$ cat config.mk
export PLATFORM = sky130hd
export DESIGN_NAME = mage_hwlp_sequencer
export DESIGN_NICKNAME = d
export VERILOG_FILES = /design/src/rtl/mage_hwlp_sequencer.sv
export SDC_FILE = /design/constraint.sdc
export NUM_CORES = 1
export LEC_CHECK = 0
export CAP_MARGIN = 20
export CORE_UTILIZATION = 59
export DETAILED_ROUTE_END_ITERATION = 8
export PLACE_DENSITY = 0.81
export SYNTH_ARGS = -nofsm -noshare
export SYNTH_HDL_FRONTEND = slang
export SYNTH_SLANG_ARGS = --single-unit
$ cat constraint.sdc
create_clock -name clk_i -period 6.8 [get_ports clk_i]
set_input_delay 1.7 -clock clk_i [delete_from_list [all_inputs] [get_ports clk_i]]
set_output_delay 1.7 -clock clk_i [all_outputs]
set_load 0.005 [all_outputs]
$ cat src/rtl/mage_hwlp_sequencer.sv
// Hardware-loop sequencer: steps an N_LP-deep loop nest as an odometer (loop 0 innermost)
// and broadcasts the current IV vector every II cycles, honouring stalls.
module mage_hwlp_sequencer #(
    parameter int unsigned N_LP       = 4,
    parameter int unsigned NBIT_LP_IV = 8,
    parameter int unsigned NBIT_II    = 4
) (
    input  logic                         clk_i,
    input  logic                         rst_i,
    input  logic                         cfg_we_i,
    input  logic [$clog2(N_LP)-1:0]      cfg_lp_idx_i,
    input  logic [3*NBIT_LP_IV-1:0]      cfg_vars_i,
    input  logic [$clog2(N_LP):0]        cfg_n_lp_i,
    input  logic [NBIT_II-1:0]           cfg_ii_i,
    input  logic                         start_i,
    input  logic                         stall_i,
    output logic [N_LP*NBIT_LP_IV-1:0]   ivs_o,
    output logic                         iv_valid_o,
    output logic                         last_o,
    output logic                         busy_o,
    output logic                         done_o
);
    localparam int unsigned W    = NBIT_LP_IV;
    localparam int unsigned NLPW = $clog2(N_LP) + 1;

    typedef enum logic [1:0] {S_IDLE, S_RUN, S_DONE} state_e;

    state_e              state_q, state_d;
    logic [W-1:0]        cfg_iv_q  [N_LP];
    logic [W-1:0]        cfg_fv_q  [N_LP];
    logic [W-1:0]        cfg_inc_q [N_LP];
    logic [W-1:0]        iv_q [N_LP];
    logic [W-1:0]        iv_d [N_LP];
    logic [NLPW-1:0]     n_lp_q, n_lp_d;
    logic [NBIT_II-1:0]  ii_q, ii_d;
    logic [NBIT_II-1:0]  ii_cnt_q, ii_cnt_d;

    logic [NLPW-1:0]     n_lp_sel;
    logic [NBIT_II-1:0]  ii_sel;
    logic                empty;
    logic [N_LP-1:0]     active;
    logic [N_LP-1:0]     wrap;
    logic [W:0]          nxt [N_LP];
    logic                last_all;
    logic                valid;
    logic                carry;

    always_ff @(posedge clk_i or posedge rst_i) begin
        if (rst_i) begin
            for (int unsigned k = 0; k < N_LP; k++) begin
                cfg_iv_q[k]  <= '0;
                cfg_fv_q[k]  <= '0;
                cfg_inc_q[k] <= '0;
            end
        end else if (cfg_we_i && state_q == S_IDLE && 32'(cfg_lp_idx_i) < N_LP) begin
            cfg_iv_q[cfg_lp_idx_i]  <= cfg_vars_i[3*W-1:2*W];
            cfg_fv_q[cfg_lp_idx_i]  <= cfg_vars_i[2*W-1:W];
            cfg_inc_q[cfg_lp_idx_i] <= cfg_vars_i[W-1:0];
        end
    end

    always_ff @(posedge clk_i or posedge rst_i) begin
        if (rst_i) begin
            state_q  <= S_IDLE;
            n_lp_q   <= '0;
            ii_q     <= '0;
            ii_cnt_q <= '0;
            for (int unsigned k = 0; k < N_LP; k++) iv_q[k] <= '0;
        end else begin
            state_q  <= state_d;
            n_lp_q   <= n_lp_d;
            ii_q     <= ii_d;
            ii_cnt_q <= ii_cnt_d;
            for (int unsigned k = 0; k < N_LP; k++) iv_q[k] <= iv_d[k];
        end
    end

    // Per-loop step arithmetic is one bit wider than the IVs so iv+inc never wraps.
    always_comb begin
        n_lp_sel = (cfg_n_lp_i > NLPW'(N_LP)) ? NLPW'(N_LP) : cfg_n_lp_i;
        ii_sel   = (cfg_ii_i == '0) ? NBIT_II'(1) : cfg_ii_i;
        empty    = (n_lp_sel == '0);
        last_all = 1'b1;
        for (int unsigned k = 0; k < N_LP; k++) begin
            if (NLPW'(k) < n_lp_sel && cfg_iv_q[k] >= cfg_fv_q[k]) empty = 1'b1;
            active[k] = (NLPW'(k) < n_lp_q);
            nxt[k]    = {1'b0, iv_q[k]} +
                        ((cfg_inc_q[k] == '0) ? (W+1)'(1) : {1'b0, cfg_inc_q[k]});
            wrap[k]   = (nxt[k] >= {1'b0, cfg_fv_q[k]});
            if (active[k] && !wrap[k]) last_all = 1'b0;
        end
    end

    always_comb begin
        state_d  = state_q;
        n_lp_d   = n_lp_q;
        ii_d     = ii_q;
        ii_cnt_d = ii_cnt_q;
        iv_d     = iv_q;
        valid    = 1'b0;
        carry    = 1'b1;
        case (state_q)
            S_IDLE: begin
                if (start_i) begin
                    n_lp_d   = n_lp_sel;
                    ii_d     = ii_sel;
                    ii_cnt_d = '0;
                    for (int unsigned k = 0; k < N_LP; k++) iv_d[k] = cfg_iv_q[k];
                    state_d  = empty ? S_DONE : S_RUN;
                end
            end
            S_RUN: begin
                valid = (ii_cnt_q == '0) && !stall_i;
                if (!stall_i)
                    ii_cnt_d = (ii_cnt_q == ii_q - NBIT_II'(1)) ? '0 : ii_cnt_q + NBIT_II'(1);
                if (valid) begin
                    if (last_all) begin
                        state_d = S_DONE;
                    end else begin
                        for (int unsigned k = 0; k < N_LP; k++) begin
                            if (active[k] && carry) begin
                                if (wrap[k]) begin
                                    iv_d[k] = cfg_iv_q[k];
                                end else begin
                                    iv_d[k] = nxt[k][W-1:0];
                                    carry   = 1'b0;
                                end
                            end
                        end
                    end
                end
            end
            S_DONE:  state_d = S_IDLE;
            default: state_d = S_IDLE;
        endcase
    end

    always_comb begin
        for (int unsigned k = 0; k < N_LP; k++) ivs_o[k*W +: W] = iv_q[k];
        iv_valid_o = valid;
        last_o     = valid && last_all;
        busy_o     = (state_q != S_IDLE);
        done_o     = (state_q == S_DONE);
    end

endmodule
==> impl_metrics.yaml, run 1 <==
worst_setup_path:
  worstSetupStartpointType: "register"
  path_class: "reg2out"
  cp_data_arrival_time_ps: 4770
  crit_required_ps: 5100
  r2r_cells: 18
  critPathMaxFanout: 3
  critPathCaptureType: "output pin"
synth:
  synth_top_family_by_area: "multiplexers"
  synth.most_common_cell: "dfrtp_1"
  syn-cell-area_sq_um: 8700
  netlist.area_leader.share_pct: 40.6
  synth_area_leaders: "dfrtp_1 41%, mux2_2 16%, ha_1 14%"
  yosysTopAreaCell: "dfrtp_1"
  yosysWarningCount: 0
  ys_ff_latch: 141
  synth_mux_area_share_pct: 18.7
  syn_nets: 926
  yosys.area_share.xor_xnor_pct: 2.62
  syn_inst: 785
  ys.flop_type: "dfrtp_1"
  async_reset_ff_share_pct: 100
  synthDistinctLibCells: 59
  synthSimpleGateAreaFrac_pct: 7.68
  synth_fa_ha_area_share_pct: 15.2
  synth_common_cells: "141 x dfrtp_1, 126 x mux2_2, 99 x ha_1"
  synth-edff-count: 0
  synth-seq-area-share_pct: 40.6
  syn_avg_cell_area_sq_um: 11.1
  synth-compound-area-share_pct: 11.8
global_routing:
  globalRouteOverflowTotal: 0
  grt_max_degree: 105
  grt_pass1_vias: 6772
  grt_pass1_wl_um: 34400
  grt_antenna_before_repair: 0
  gr-usage-all-layers_pct: 30.8
place:
  gp_congestion: 0.898
  io_buffers: 73
  place_area_sq_um: 9590
  hpwl_um: 15800
timing:
  slew_headroom_pct: 27.8
  hold_viol: 0
  worstMarginPinSlew_ps: 1080
  setup_viol: 0
  finalCritPeriodShare_pct: 95.2
  fmax_ghz: 0.155
  clock_skew_ps: 9.23
  rsz0062_at_grt: "false"
  fin_tns_setup_ps: 0
  final.min_clock_period_ps: 6470
  drv_slew: 0
clocking:
  cts_tree: "built"
  cts_max_level: 4
  clkLatencyLatePin_ps: 430
  clockBufferDepth: 2
  cts.clk_slew.worst_paths_ps: 60
  root_buffer: "clkbuf_16"
  cts_buffers: 17
  cts.sinks: 141
floorplan:
  num_rows: 44
  die_width_um: 123
  start_util_pct: 60.1
  core_sq_um: 14500
  fp.dieArea_sq_um: 15200
  die_y_um: 123
  ioPinCount: 74
final_layout:
  diodes: 0
  nFillCells: 1017
  area_growth_pct: 17.7
  fin_nets: 992
  fin_area_sq_um: 10200
  drive_gt1_share_pct: 22.1
detailed_routing:
  wl_per_cell_um: 20.8
  drc_errors: 0
  drt_wl_total_um: 21800
  postRouteAntennaNets: 0
  drtIter0Drc: 423
  dr.pass1.iters: 5
  avgViaCountPerCell: 6.18
  vias: 6471
run_status:
  status: "complete, no violations"
flow_run:
  cap_violations: 0
min_path:
  holdPathStages: 1
  hp-class: "reg2reg"
[cell usage in the layout, fill, tap and decap left out, types with 4 or more instances in the layout]
cell type        count
a211o_1              4
a211oi_1            11
a21o_1              14
a21oi_1             31
a21oi_2              5
buf_4                6
bufinv_16            4
clkbuf_16           17
clkdlybuf4s50_1     73
dfrtp_1            141
fa_1                 4
ha_1                99
inv_1               48
mux2_1               7
mux2_2             126
mux2_4               8
nand2_1             47
nand2b_1            14
nand3_1             10
nand4_1              8
nor2_1              31
nor2b_1              4
nor3_1              10
o21a_1               4
o21ai_0             46
o31ai_1              5
or2_2                4
xnor2_1             23
[logic make-up (layout without fill, tap and decap cells)]
logic type	after synthesis	count (layout)
AOI/OAI and AO/OA	151	151
xor gates and xnor gates	26	26
adders and majority gates	103	103
buffers and inverters	81	159
DFF	141	141
muxes	142	142
and+or+nand+nor	141	141
[metrics by stage]
step	worst slack [ps]	utilization [%]	std cells	hold WS, ps
finish	328	70.7	1047	512
global route	89.6	70.7	1047	524
CTS	111	70.5	1045	515
detailed placement	643	66.2	1014	498
global placement	963	66.2	1014	493
floorplan	1320	-	785	479
[final cells by class]
cell class	count	area (sq um)	share of cell area (%)
timing repair buffer	79	776	7.57
clock buffer	22	464	4.53
tap	184	230	2.25
inverter	49	189	1.84
clock inverter	9	161	1.58
multi-input combinational	563	4890	47.8
sequential	141	3530	34.4
[repair_timing]
item	4_1_cts	5_1_grt
endpoints found under the hold margin	0	0
endpoints found under the setup margin	0	1
buffers inserted	0	2
hold buffers	0	0
gates resized for setup	0	3
[flip-flops by register name (all words and copies together), names as in the netlist]
register,flops
cfg_iv_q,32
cfg_fv_q,32
ivs_o,32
ii_cnt_q,4
ii_q,4
n_lp_q,3
state_q,2
cfg_inc_q,32
[per-layer routing]
metal / vias up / global-route usage (%) / wire length, um
li1: 2952 / - / -
met1: 3229 / 38.1 / 8970
met2: 229 / 51.7 / 10600
met3: 61 / 6.04 / 1310
met4: 0 / 14.7 / 921
met5: - / 0 / 0
[critical path, cell delays in order (launching register included)]
cell,delay [ps]
dfrtp_1,410
nor4_2,340
a21o_1,160
ha_1,160
inv_1,60
fa_1,390
nand2b_1,190
a21oi_2,180
o21a_1,130
nor2_1,40
xnor2_1,180
ha_1,290
a211oi_1,330
o221ai_1,230
a31oi_2,310
nand3_1,170
o211ai_1,230
nor3_1,90
clkdlybuf4s50_1,450
[final timing paths]
check / from / to / slack [ps]
max: cfg_inc_q[11]$_DFFE_PP0P_ / last_o / 330
min: cfg_fv_q[7]$_DFFE_PP0P_ / cfg_fv_q[7]$_DFFE_PP0P_ / 510
max reg2reg: cfg_inc_q[11]$_DFFE_PP0P_ / ivs_o[24]$_DFFE_PP0P_ / 1830
min reg2reg: cfg_fv_q[7]$_DFFE_PP0P_ / cfg_fv_q[7]$_DFFE_PP0P_ / 510
max in group asynchronous: rst_i / ivs_o[4]$_DFFE_PP0P_ / 3840
min in group asynchronous: rst_i / ivs_o[28]$_DFFE_PP0P_ / 1830
Power of run 1 is left out: the tool's default activity adds up to more than one toggle a clock period on the data nets, which glitch-free logic cannot reach.
==> run 2: changes to the inputs <==
--- a/config.mk
+++ b/config.mk
@@ -6,8 +6,10 @@
 export NUM_CORES = 1
 export LEC_CHECK = 0
 export CAP_MARGIN = 20
+export CORE_MARGIN = 5
 export CORE_UTILIZATION = 59
 export DETAILED_ROUTE_END_ITERATION = 8
+export HOLD_SLACK_MARGIN = 0.12
 export PLACE_DENSITY = 0.81
 export SYNTH_ARGS = -nofsm -noshare
 export SYNTH_HDL_FRONTEND = slang
==> impl_metrics.yaml, run 2 (same netlist as run 1, synthesis figures left out) <==
timing:
  final.min_clock_period_ps: 6430
  hold_viol: 0
  clock_skew_ps: 9.21
  fin_tns_setup_ps: 0
  worstMarginPinSlew_ps: 889
  setup_viol: 0
  finalCritPeriodShare_pct: 94.6
  rsz0062_at_grt: "false"
  drv_slew: 0
  slew_headroom_pct: 40.7
  fmax_ghz: 0.155
flow_run:
  cap_violations: 0
worst_setup_path:
  path_cells: "nor4_1 -> a21o_1 -> ha_1 -> inv_1 -> fa_1 -> nand2b_1 -> a21oi_1 -> o21a_1 -> nor2_1 -> xnor2_1 -> ha_1 -> a211oi_1 -> o221ai_1 -> a31oi_2 -> nand3_1 -> o211ai_1 -> nor3_1 -> clkdlybuf4s50_1"
  critPathMaxFanout: 3
  r2r_end: "ivs_o[30]$_DFFE_PP0P_"
  cpPeakStageDelay_ps: 470
  reg2reg_from: "cfg_inc_q[12]$_DFFE_PP0P_"
  cp_common_cell: "ha_1"
  startpoint: "cfg_inc_q[12]$_DFFE_PP0P_"
  worstSetupStartpointType: "register"
  rrSetupSlack_ps: 1890
  path_class: "reg2out"
  r2r_cells: 18
  cp_data_arrival_time_ps: 4730
  crit_required_ps: 5100
  critPathCaptureType: "output pin"
  slowest_stage: "clkdlybuf4s50_1"
  endpoint: "last_o"
clocking:
  clkLatencyLatePin_ps: 420
  cts_tree: "built"
  root_buffer: "clkbuf_16"
  cts.clk_slew.worst_paths_ps: 60
  clockBufferDepth: 2
  cts_max_level: 4
  cts.sinks: 141
  cts_buffers: 17
min_path:
  holdPathStages: 1
  hp-class: "reg2reg"
final_layout:
  final_common_cell: "dfrtp_1"
  multi_input_area_sq_um: 4880
  post-route-util_pct: 70.0
  drive_gt1_share_pct: 21.8
  ff_latch_area_sq_um: 3530
  final_cell_mix: "141 x dfrtp_1, 126 x mux2_2, 99 x ha_1"
  nFillCells: 1063
  fin_nets: 993
  area_growth_pct: 16.5
  diodes: 0
floorplan:
  fp.dieArea_sq_um: 17300
  ioPinCount: 74
  core_sq_um: 14500
  die_y_um: 131
  start_util_pct: 60.1
  die_width_um: 131
  num_rows: 44
detailed_routing:
  vias: 6400
  avgViaCountPerCell: 6.14
  wl_per_cell_um: 20.6
  drt_wl_total_um: 21500
  dr.pass1.iters: 5
  drc_errors: 0
  drtIter0Drc: 396
  postRouteAntennaNets: 0
place:
  gp_congestion: 0.904
  hpwl_um: 15800
  io_buffers: 73
global_routing:
  grt_pass1_vias: 6634
  grt_pass1_wl_um: 34600
  globalRouteOverflowTotal: 0
  grt_max_degree: 98
  gr-usage-all-layers_pct: 25.1
  grt_antenna_before_repair: 0
run_status:
  status: "complete, no violations"
==> run 2: repair_timing <==
action,4_1_cts,5_1_grt
hold buffers,0,0
setup buffers,0,2
endpoints found under the setup margin,0,1
gates resized for setup,0,1
==> run 2: stage by stage <==
step                hold slack (ps)  cell area (sq um)  std cells  worst slack, ps
finish                          511              10100       1043              367
global route                    522              10100       1043             7.24
CTS                             512              10100       1040              289
detailed placement              499               9590       1014              793
global placement                493               9590       1014              957
floorplan                       479               8700        785             1320
==> run 2: per-layer routing <==
metal | up-vias | track usage, % | wire [um]
met1 | 3172 | 32.9 | 9160
met2 | 218 | 41.0 | 10200
met3 | 49 | 5.43 | 1270
li1 | 2961 | - | -
met4 | 0 | 9.49 | 790
met5 | - | 0 | 0
==> run 2: cell type report <==
type / count / share of cell area (%)
sequential: 141 / 34.8
clock buffer: 20 / 4.51
inverter: 49 / 1.86
clock inverter: 6 / 0.444
timing repair buffer: 80 / 7.92
tap: 184 / 2.27
multi-input combinational: 563 / 48.2
==> run 2: critical path, delay by kind of cell (launching register included) <==
| family | cells | cell delay, ps |
|---|---|---|
| flops | 1 | 410 |
| fa+ha+maj | 3 | 850 |
| simple gates | 5 | 800 |
| xor+xnor | 1 | 190 |
| buf+inv | 2 | 520 |
| compound gates | 7 | 1520 |
==> run 2: how the worst min path moves through the flow <==
stage | from | slack (ps) | end
finish | cfg_fv_q[13]$_DFFE_PP0P_ | 510 | cfg_fv_q[13]$_DFFE_PP0P_
global route | cfg_fv_q[6]$_DFFE_PP0P_ | 520 | cfg_fv_q[6]$_DFFE_PP0P_
CTS | cfg_fv_q[13]$_DFFE_PP0P_ | 510 | cfg_fv_q[13]$_DFFE_PP0P_
detailed placement | cfg_fv_q[13]$_DFFE_PP0P_ | 500 | cfg_fv_q[13]$_DFFE_PP0P_
global placement | cfg_fv_q[12]$_DFFE_PP0P_ | 490 | cfg_fv_q[12]$_DFFE_PP0P_
floorplan | cfg_fv_q[10]$_DFFE_PP0P_ | 480 | cfg_fv_q[10]$_DFFE_PP0P_
Power of run 2 is left out for the same reason.
